### src/rtl/sap_ctrl_seq_pkg.sv
// Shared constants and control-word decode for the SAP-1 style sequencer.
package sap_ctrl_pkg;

    // Opcodes (IR upper nibble)
    localparam logic [3:0] OP_LDA = 4'b0000;
    localparam logic [3:0] OP_ADD = 4'b0001;
    localparam logic [3:0] OP_SUB = 4'b0010;
    localparam logic [3:0] OP_OUT = 4'b1110;
    localparam logic [3:0] OP_HLT = 4'b1111;

    // One-hot T-states, bit0 = T1
    localparam logic [5:0] T1 = 6'b000001;
    localparam logic [5:0] T2 = 6'b000010;
    localparam logic [5:0] T3 = 6'b000100;
    localparam logic [5:0] T4 = 6'b001000;
    localparam logic [5:0] T5 = 6'b010000;
    localparam logic [5:0] T6 = 6'b100000;

    // Control-word bit positions
    localparam int CW_W        = 12;
    localparam int CW_PC_INC   = 0;
    localparam int CW_PC_OEN   = 1;
    localparam int CW_MAR_INEN = 2;
    localparam int CW_RAM_OEN  = 3;
    localparam int CW_IR_INEN  = 4;
    localparam int CW_IR_OEN   = 5;
    localparam int CW_A_INEN   = 6;
    localparam int CW_A_OEN    = 7;
    localparam int CW_B_INEN   = 8;
    localparam int CW_ALU_OEN  = 9;
    localparam int CW_ALU_SUB  = 10;
    localparam int CW_OUT_INEN = 11;

    // Control word for one phase. A zero T-state (HALT) decodes to all zero.
    function automatic logic [CW_W-1:0] cw_decode(input logic [5:0] ts, input logic [3:0] op);
        logic [CW_W-1:0] cw;
        logic            mem_op;
        cw     = '0;
        mem_op = (op == OP_LDA) || (op == OP_ADD) || (op == OP_SUB);
        case (ts)
            T1: begin
                cw[CW_PC_OEN]   = 1'b1;
                cw[CW_MAR_INEN] = 1'b1;
            end
            T2: cw[CW_PC_INC] = 1'b1;
            T3: begin
                cw[CW_RAM_OEN] = 1'b1;
                cw[CW_IR_INEN] = 1'b1;
            end
            T4: begin
                if (mem_op) begin
                    cw[CW_IR_OEN]   = 1'b1;
                    cw[CW_MAR_INEN] = 1'b1;
                end else if (op == OP_OUT) begin
                    cw[CW_A_OEN]    = 1'b1;
                    cw[CW_OUT_INEN] = 1'b1;
                end
            end
            T5: begin
                if (mem_op) cw[CW_RAM_OEN] = 1'b1;
                if (op == OP_LDA) cw[CW_A_INEN] = 1'b1;
                if (op == OP_ADD || op == OP_SUB) cw[CW_B_INEN] = 1'b1;
                if (op == OP_SUB) cw[CW_ALU_SUB] = 1'b1;
            end
            T6: begin
                if (op == OP_ADD || op == OP_SUB) begin
                    cw[CW_ALU_OEN] = 1'b1;
                    cw[CW_A_INEN]  = 1'b1;
                end
                if (op == OP_SUB) cw[CW_ALU_SUB] = 1'b1;
            end
            default: cw = '0;
        endcase
        return cw;
    endfunction

endpackage

### src/rtl/sap_ctrl_seq_if.sv
// Sequencer-side bundle: run/opcode in, phase/halt and control strobes out.
interface sap_ctrl_seq_if;
    logic       run;
    logic [3:0] opcode;
    logic [5:0] tstate;
    logic       halt;
    logic       pc_inc, pc_oen, mar_inen, ram_oen, ir_inen, ir_oen;
    logic       a_inen, a_oen, b_inen, alu_oen, alu_sub, out_inen;

    modport master (
        input  run, opcode,
        output tstate, halt,
        output pc_inc, pc_oen, mar_inen, ram_oen, ir_inen, ir_oen,
        output a_inen, a_oen, b_inen, alu_oen, alu_sub, out_inen
    );

    modport slave (
        output run, opcode,
        input  tstate, halt,
        input  pc_inc, pc_oen, mar_inen, ram_oen, ir_inen, ir_oen,
        input  a_inen, a_oen, b_inen, alu_oen, alu_sub, out_inen
    );
endinterface

### src/rtl/sap_ctrl_seq_ring.sv
// Six-phase one-hot T-state ring; output reads zero while stopped.
module tstate_ring
    import sap_ctrl_pkg::*;
(
    input  logic       clk,
    input  logic       clr,
    input  logic       run,
    input  logic       stop,
    output logic [5:0] tstate
);
    logic [5:0] ring_q;

    // Rotate one phase per enabled clock; reset always lands on T1.
    always_ff @(posedge clk) begin
        if (!clr)
            ring_q <= T1;
        else if (run && !stop)
            ring_q <= {ring_q[4:0], ring_q[5]};
    end

    assign tstate = stop ? 6'b0 : ring_q;
endmodule

### src/rtl/sap_ctrl_seq.sv
// SAP controller/sequencer: T-state ring, sticky HALT, Moore control decode.
module sap_ctrl_seq
    import sap_ctrl_pkg::*;
(
    input  logic          clk,
    input  logic          clr,
    sap_ctrl_seq_if.master bus
);
    logic            halt_q;
    logic [5:0]      ts;
    logic [CW_W-1:0] cw;

    tstate_ring u_ring (
        .clk    (clk),
        .clr    (clr),
        .run    (bus.run),
        .stop   (halt_q),
        .tstate (ts)
    );

    // HLT in T4 parks the sequencer; only reset releases it.
    always_ff @(posedge clk) begin
        if (!clr)
            halt_q <= 1'b0;
        else if (bus.run && ts == T4 && bus.opcode == OP_HLT)
            halt_q <= 1'b1;
    end

    // Frozen or halted cycles drive nothing onto the bus.
    always_comb begin
        cw = '0;
        if (bus.run) cw = cw_decode(ts, bus.opcode);
    end

    assign bus.tstate   = ts;
    assign bus.halt     = halt_q;
    assign bus.pc_inc   = cw[CW_PC_INC];
    assign bus.pc_oen   = cw[CW_PC_OEN];
    assign bus.mar_inen = cw[CW_MAR_INEN];
    assign bus.ram_oen  = cw[CW_RAM_OEN];
    assign bus.ir_inen  = cw[CW_IR_INEN];
    assign bus.ir_oen   = cw[CW_IR_OEN];
    assign bus.a_inen   = cw[CW_A_INEN];
    assign bus.a_oen    = cw[CW_A_OEN];
    assign bus.b_inen   = cw[CW_B_INEN];
    assign bus.alu_oen  = cw[CW_ALU_OEN];
    assign bus.alu_sub  = cw[CW_ALU_SUB];
    assign bus.out_inen = cw[CW_OUT_INEN];
endmodule

### src/flat_wrapper.sv
// flat-port wrapper written by rule: the top's interface ports become plain ports
module sap_ctrl_seq_flat import sap_ctrl_pkg::*;
  (clk, clr, bus_run, bus_opcode, bus_tstate, bus_halt, bus_pc_inc, bus_pc_oen, bus_mar_inen, bus_ram_oen, bus_ir_inen, bus_ir_oen, bus_a_inen, bus_a_oen, bus_b_inen, bus_alu_oen, bus_alu_sub, bus_out_inen);
  sap_ctrl_seq_if bus_i ();
  input  logic clk;
  input  logic clr;
  input wire logic [$bits(bus_i.run)-1:0] bus_run;
  input wire logic [$bits(bus_i.opcode)-1:0] bus_opcode;
  output wire logic [$bits(bus_i.tstate)-1:0] bus_tstate;
  output wire logic [$bits(bus_i.halt)-1:0] bus_halt;
  output wire logic [$bits(bus_i.pc_inc)-1:0] bus_pc_inc;
  output wire logic [$bits(bus_i.pc_oen)-1:0] bus_pc_oen;
  output wire logic [$bits(bus_i.mar_inen)-1:0] bus_mar_inen;
  output wire logic [$bits(bus_i.ram_oen)-1:0] bus_ram_oen;
  output wire logic [$bits(bus_i.ir_inen)-1:0] bus_ir_inen;
  output wire logic [$bits(bus_i.ir_oen)-1:0] bus_ir_oen;
  output wire logic [$bits(bus_i.a_inen)-1:0] bus_a_inen;
  output wire logic [$bits(bus_i.a_oen)-1:0] bus_a_oen;
  output wire logic [$bits(bus_i.b_inen)-1:0] bus_b_inen;
  output wire logic [$bits(bus_i.alu_oen)-1:0] bus_alu_oen;
  output wire logic [$bits(bus_i.alu_sub)-1:0] bus_alu_sub;
  output wire logic [$bits(bus_i.out_inen)-1:0] bus_out_inen;
  assign bus_i.run = bus_run;
  assign bus_i.opcode = bus_opcode;
  assign bus_tstate = bus_i.tstate;
  assign bus_halt = bus_i.halt;
  assign bus_pc_inc = bus_i.pc_inc;
  assign bus_pc_oen = bus_i.pc_oen;
  assign bus_mar_inen = bus_i.mar_inen;
  assign bus_ram_oen = bus_i.ram_oen;
  assign bus_ir_inen = bus_i.ir_inen;
  assign bus_ir_oen = bus_i.ir_oen;
  assign bus_a_inen = bus_i.a_inen;
  assign bus_a_oen = bus_i.a_oen;
  assign bus_b_inen = bus_i.b_inen;
  assign bus_alu_oen = bus_i.alu_oen;
  assign bus_alu_sub = bus_i.alu_sub;
  assign bus_out_inen = bus_i.out_inen;
  sap_ctrl_seq u_core (.clk(clk), .clr(clr), .bus(bus_i));
endmodule
### config.mk
export PLATFORM = sky130hd
export DESIGN_NAME = sap_ctrl_seq_flat
export DESIGN_NICKNAME = d
export VERILOG_FILES = /design/src/rtl/sap_ctrl_seq_pkg.sv /design/src/rtl/sap_ctrl_seq_if.sv /design/src/rtl/sap_ctrl_seq_ring.sv /design/src/rtl/sap_ctrl_seq.sv /design/src/flat_wrapper.sv
export SDC_FILE = /design/constraint.sdc
export NUM_CORES = 1
export LEC_CHECK = 0
export BUFFER_PORTS_ARGS = -buffer_cell sky130_fd_sc_hd__buf_2
export CORE_UTILIZATION = 30
export CTS_BUF_LIST = sky130_fd_sc_hd__clkbuf_2
export DETAILED_ROUTE_END_ITERATION = 8
export PLACE_DENSITY = 0.65
export SLEW_MARGIN = 20
export SYNTH_ARGS = -nofsm -noshare
export SYNTH_HDL_FRONTEND = slang
export SYNTH_SLANG_ARGS = --single-unit
### constraint.sdc
create_clock -name clk -period 1.8 [get_ports clk]
set_clock_uncertainty 0.05 [all_clocks]
set_input_delay 0.09 -clock clk [delete_from_list [all_inputs] [get_ports clk]]
set_output_delay 0.09 -clock clk [all_outputs]
set_load 0.01 [all_outputs]
==> out/summary.json <==
{
  "run_status": {"value": "complete, but fails checks"},
  "violations_in_the_final_reports": {"value": "design-rule violations"},
  "drv_slew": {"value": 0},
  "ys_top_cells_by_area": {"value": "sky130_fd_sc_hd__dfxtp_1 (26%), sky130_fd_sc_hd__nand2_1 (12%), sky130_fd_sc_hd__a21boi_0 (7.1%)"},
  "crit_path_required_time": {"value": 1.66, "unit": "ns"},
  "fp-row-count": {"value": 14},
  "reg2reg_slack": {"value": 0.53, "unit": "ns"},
  "globalRouteTotalUtil": {"value": 13.6, "unit": "%"},
  "largest_net_degree_at_the_start_of_global_routing": {"value": 12},
  "critical-path-max-stage-delay": {"value": 0.39, "unit": "ns"},
  "placed_cell_area": {"value": 689, "unit": "um^2"},
  "total_drc_errors_in_the_routed_layout": {"value": 3},
  "grt_pass1_wl": {"value": 2040, "unit": "um"},
  "postSynth.topFlopCell": {"value": "sky130_fd_sc_hd__dfxtp_1"},
  "yosys_register_bits": {"value": 7},
  "grt_pass1_vias": {"value": 488},
  "number_of_stages_on_the_worst_setup_path": {"value": 4},
  "place.port_buffers": {"value": 25},
  "area.growth.synth_to_final": {"value": 36.0, "unit": "%"},
  "worst_path_dominant_cell_family": {"value": "simple AND/OR/NAND/NOR gates"},
  "hold_viol": {"value": 0},
  "area_enclosed_by_the_die_boundary": {"value": 0.00194, "unit": "mm^2"},
  "synthDominantAreaCellType": {"value": "sky130_fd_sc_hd__dfxtp_1"},
  "globalplace.congestion": {"value": 0.848},
  "cts_made_buffers": {"value": 3},
  "stdcell_area": {"value": 723, "unit": "um^2"},
  "cp_max_fo": {"value": 8},
  "chipWidth": {"value": 44.1, "unit": "um"},
  "route.final.wire_length": {"value": 1290, "unit": "um"},
  "fp.dieH": {"value": 44.1, "unit": "um"},
  "grt_overflow_total": {"value": 0},
  "clock_tree.buffer_depth": {"value": 2},
  "main_combinational_cell_family_by_area_after_synthesis": {"value": "simple AND/OR/NAND/NOR gates"},
  "muxShareOfSynthArea": {"value": 0, "unit": "%"},
  "mapped_avg_cell_area": {"value": 7.39, "unit": "um^2"},
  "ctsHoldBuffers": {"value": 0},
  "sequential_cell_area_fraction_in_the_yosys_report": {"value": 26.4, "unit": "%"},
  "min_period_over_period": {"value": 94.9, "unit": "%"},
  "critical_path.n_buffers_inverters": {"value": 1},
  "synthSimpleGateAreaFrac": {"value": 52.2, "unit": "%"},
  "hold_start": {"value": "clr"},
  "share_of_the_synthesized_netlist_area_taken_by_xor_and_xnor_gates": {"value": 1.65, "unit": "%"},
  "worst_r2r_path_depth": {"value": 5},
  "timing.rr.end": {"value": "u_core.u_ring.ring_q[5]$_SDFFE_PN0P_"},
  "ioPinCount": {"value": 26},
  "netlist_area_pre_place": {"value": 532, "unit": "um^2"},
  "layout_min_cycle_time": {"value": 1.71, "unit": "ns"},
  "setup_failing_eps_final": {"value": 0},
  "ys.warnings.count": {"value": 0},
  "criticalPathCategory": {"value": "flop to output pin"},
  "synth_compound_area_share": {"value": 15.1, "unit": "%"},
  "peak_supply_drop": {"value": 0.322, "unit": "mV"},
  "crit_path_top_delay_cell": {"value": "sky130_fd_sc_hd__dfxtp_1"},
  "synth-adder-area-share": {"value": 0, "unit": "%"},
  "synth_enable_flop_cells": {"value": 0},
  "max-cap-violations": {"value": 0},
  "crit_path_start_kind": {"value": "flop"},
  "setup.worst_path.end": {"value": "bus_mar_inen"},
  "crit-reg2reg-launch": {"value": "u_core.bus.halt$_SDFFE_PN0P_"},
  "timing.fmax": {"value": 0.585, "unit": "GHz"},
  "setup.worst_path.start": {"value": "u_core.u_ring.ring_q[5]$_SDFFE_PN0P_"},
  "total_nets_final": {"value": 111},
  "worst-endpoint-arrival": {"value": 1.57, "unit": "ns"},
  "first_pass_iters": {"value": 8},
  "p_total": {"value": 357, "unit": "uW"},
  "numClockSinks": {"value": 7},
  "clkTransAtPathRegs": {"value": 0.08, "unit": "ns"},
  "dp_slack": {"value": 0.259, "unit": "ns"},
  "antenna_found_initial": {"value": 0},
  "timing.critical_path.cells": {"value": "nor4b_4 -> nand4b_2 -> o41ai_2 -> buf_2"},
  "detail_route.wl_per_cell": {"value": 10.9, "unit": "um"},
  "end_kind": {"value": "output pin"},
  "power_leakage": {"value": 0.357, "unit": "nW"},
  "drt.antenna.violating_nets": {"value": 0},
  "tritoncts": {"value": "done"},
  "slew-limit-headroom": {"value": 77.2, "unit": "%"},
  "drt-vias-per-instance": {"value": 4.93},
  "setup_repair_after_global_routing_missed_its_margin": {"value": "true"},
  "floorplan_core_area": {"value": 0.00158, "unit": "mm^2"},
  "starting_density_of_the_core": {"value": 33.7, "unit": "%"},
  "synth.distinct_cells": {"value": 28},
  "post-route-worst-setup-slack": {"value": 0.0911, "unit": "ns"},
  "final_cell_count_no_fill": {"value": 119},
  "netlist.area_leader.share": {"value": 26.4, "unit": "%"},
  "async_reset_ff_share": {"value": 0, "unit": "%"},
  "clock_tree.root_cell": {"value": "sky130_fd_sc_hd__clkbuf_2"},
  "drt_iter0_markers": {"value": 14},
  "fin_util": {"value": 45.9, "unit": "%"},
  "power_per_cell_area": {"value": 493, "unit": "mW/mm^2"},
  "dp.final_hpwl": {"value": 1040, "unit": "um"},
  "synth.most_common_cell": {"value": "sky130_fd_sc_hd__nand2_1"},
  "tightestPinTransition": {"value": 0.339, "unit": "ns"},
  "detailroute.via_count": {"value": 587},
  "syn-num-nets": {"value": 79},
  "postSynthCellCount": {"value": 72},
  "hold_class": {"value": "input port to flop"},
  "drive_gt1_share": {"value": 37.9, "unit": "%"},
  "synth_top_cells_by_count": {"value": "sky130_fd_sc_hd__nand2_1 (17), sky130_fd_sc_hd__dfxtp_1 (7), sky130_fd_sc_hd__nor2_1 (7)"},
  "clock_latency": {"value": 0.22, "unit": "ns"},
  "place.detailed.instances": {"value": 114},
  "antenna-diode-count": {"value": 0},
  "ctsHtreeMaxLevel": {"value": 1}
}
## logic make-up (layout without fill, tap and decap cells)
| group | count (synthesis) | after routing |
|---|---|---|
| buffers and inverters | 5 | 36 |
| AO/OA/AOI/OAI | 10 | 10 |
| flip-flops | 7 | 7 |
| XOR/XNOR | 1 | 1 |
| AND/OR/NAND/NOR | 49 | 49 |
## layout make-up
| cell class | count | area [um^2] |
|---|---|---|
| clock buffers | 4 | 20.0 |
| multi-input cells | 60 | 373 |
| repair buffers | 30 | 163 |
| well taps | 16 | 20.0 |
| fillers | 168 | 853 |
| inverters | 2 | 7.51 |
| flip-flops and latches | 7 | 140 |
## routing by layer
metal / vias up / routed length (um) / track usage [%]
li1: 311 / - / -
met1: 253 / 661 / 18.8
met2: 23 / 537 / 21.5
met3: 0 / 94 / 1.63
met4: 0 / 0 / 5.45
met5: - / 0 / 0
## cell usage in the layout, fill, tap and decap left out, types with 2 or more instances in the layout
cell	count
sky130_fd_sc_hd__nor3_1	2
sky130_fd_sc_hd__a21boi_0	5
sky130_fd_sc_hd__clkbuf_2	4
sky130_fd_sc_hd__nand4_1	2
sky130_fd_sc_hd__dfxtp_1	7
sky130_fd_sc_hd__nor2b_1	6
sky130_fd_sc_hd__nor2_1	7
sky130_fd_sc_hd__nand3_1	2
sky130_fd_sc_hd__buf_4	5
sky130_fd_sc_hd__nand2b_1	3
sky130_fd_sc_hd__inv_1	2
sky130_fd_sc_hd__buf_2	25
sky130_fd_sc_hd__nand2_1	17
## report_power, final
| part | leakage (nW) | switching (mW) | total [mW] | internal (mW) |
|---|---|---|---|---|
| sequential | 0.0571 | 0.00604 | 0.165 | 0.159 |
| clock | 0.0166 | 0.0551 | 0.114 | 0.0591 |
| combinational | 0.283 | 0.0421 | 0.0771 | 0.0351 |
| total | 0.357 | 0.103 | 0.357 | 0.254 |
## per-stage QoR
stage               hold slack [ns]  setup TNS, ns
floorplan                     0.112              0
global placement              0.295              0
detailed placement            0.296              0
CTS                          0.0480              0
global route                 0.0530       -0.00608
finish                       0.0604              0
## how the worst min path moves through the flow
stage | endpoint | slack (ns) | cells after the start
floorplan | u_core.u_ring.ring_q[0]$_SDFFE_PN1P_ | 0.11 | 1
global placement | u_core.u_ring.ring_q[0]$_SDFFE_PN1P_ | 0.29 | 2
detailed placement | u_core.u_ring.ring_q[0]$_SDFFE_PN1P_ | 0.30 | 2
CTS | u_core.u_ring.ring_q[0]$_SDFFE_PN1P_ | 0.05 | 2
global route | u_core.u_ring.ring_q[0]$_SDFFE_PN1P_ | 0.05 | 2
finish | u_core.u_ring.ring_q[0]$_SDFFE_PN1P_ | 0.06 | 2
## state kept, by name, indices dropped and copies added (netlist names)
register and flops:
u_core.bus.halt 1, u_core.u_ring.ring_q 6
## repair_timing
action,CTS,global route
gates resized for setup,0,1
setup endpoints to repair,1,5
pin swaps,1,0
endpoints found under the hold margin,0,0
setup buffers,1,0
Power figures use the tool's default switching activity.
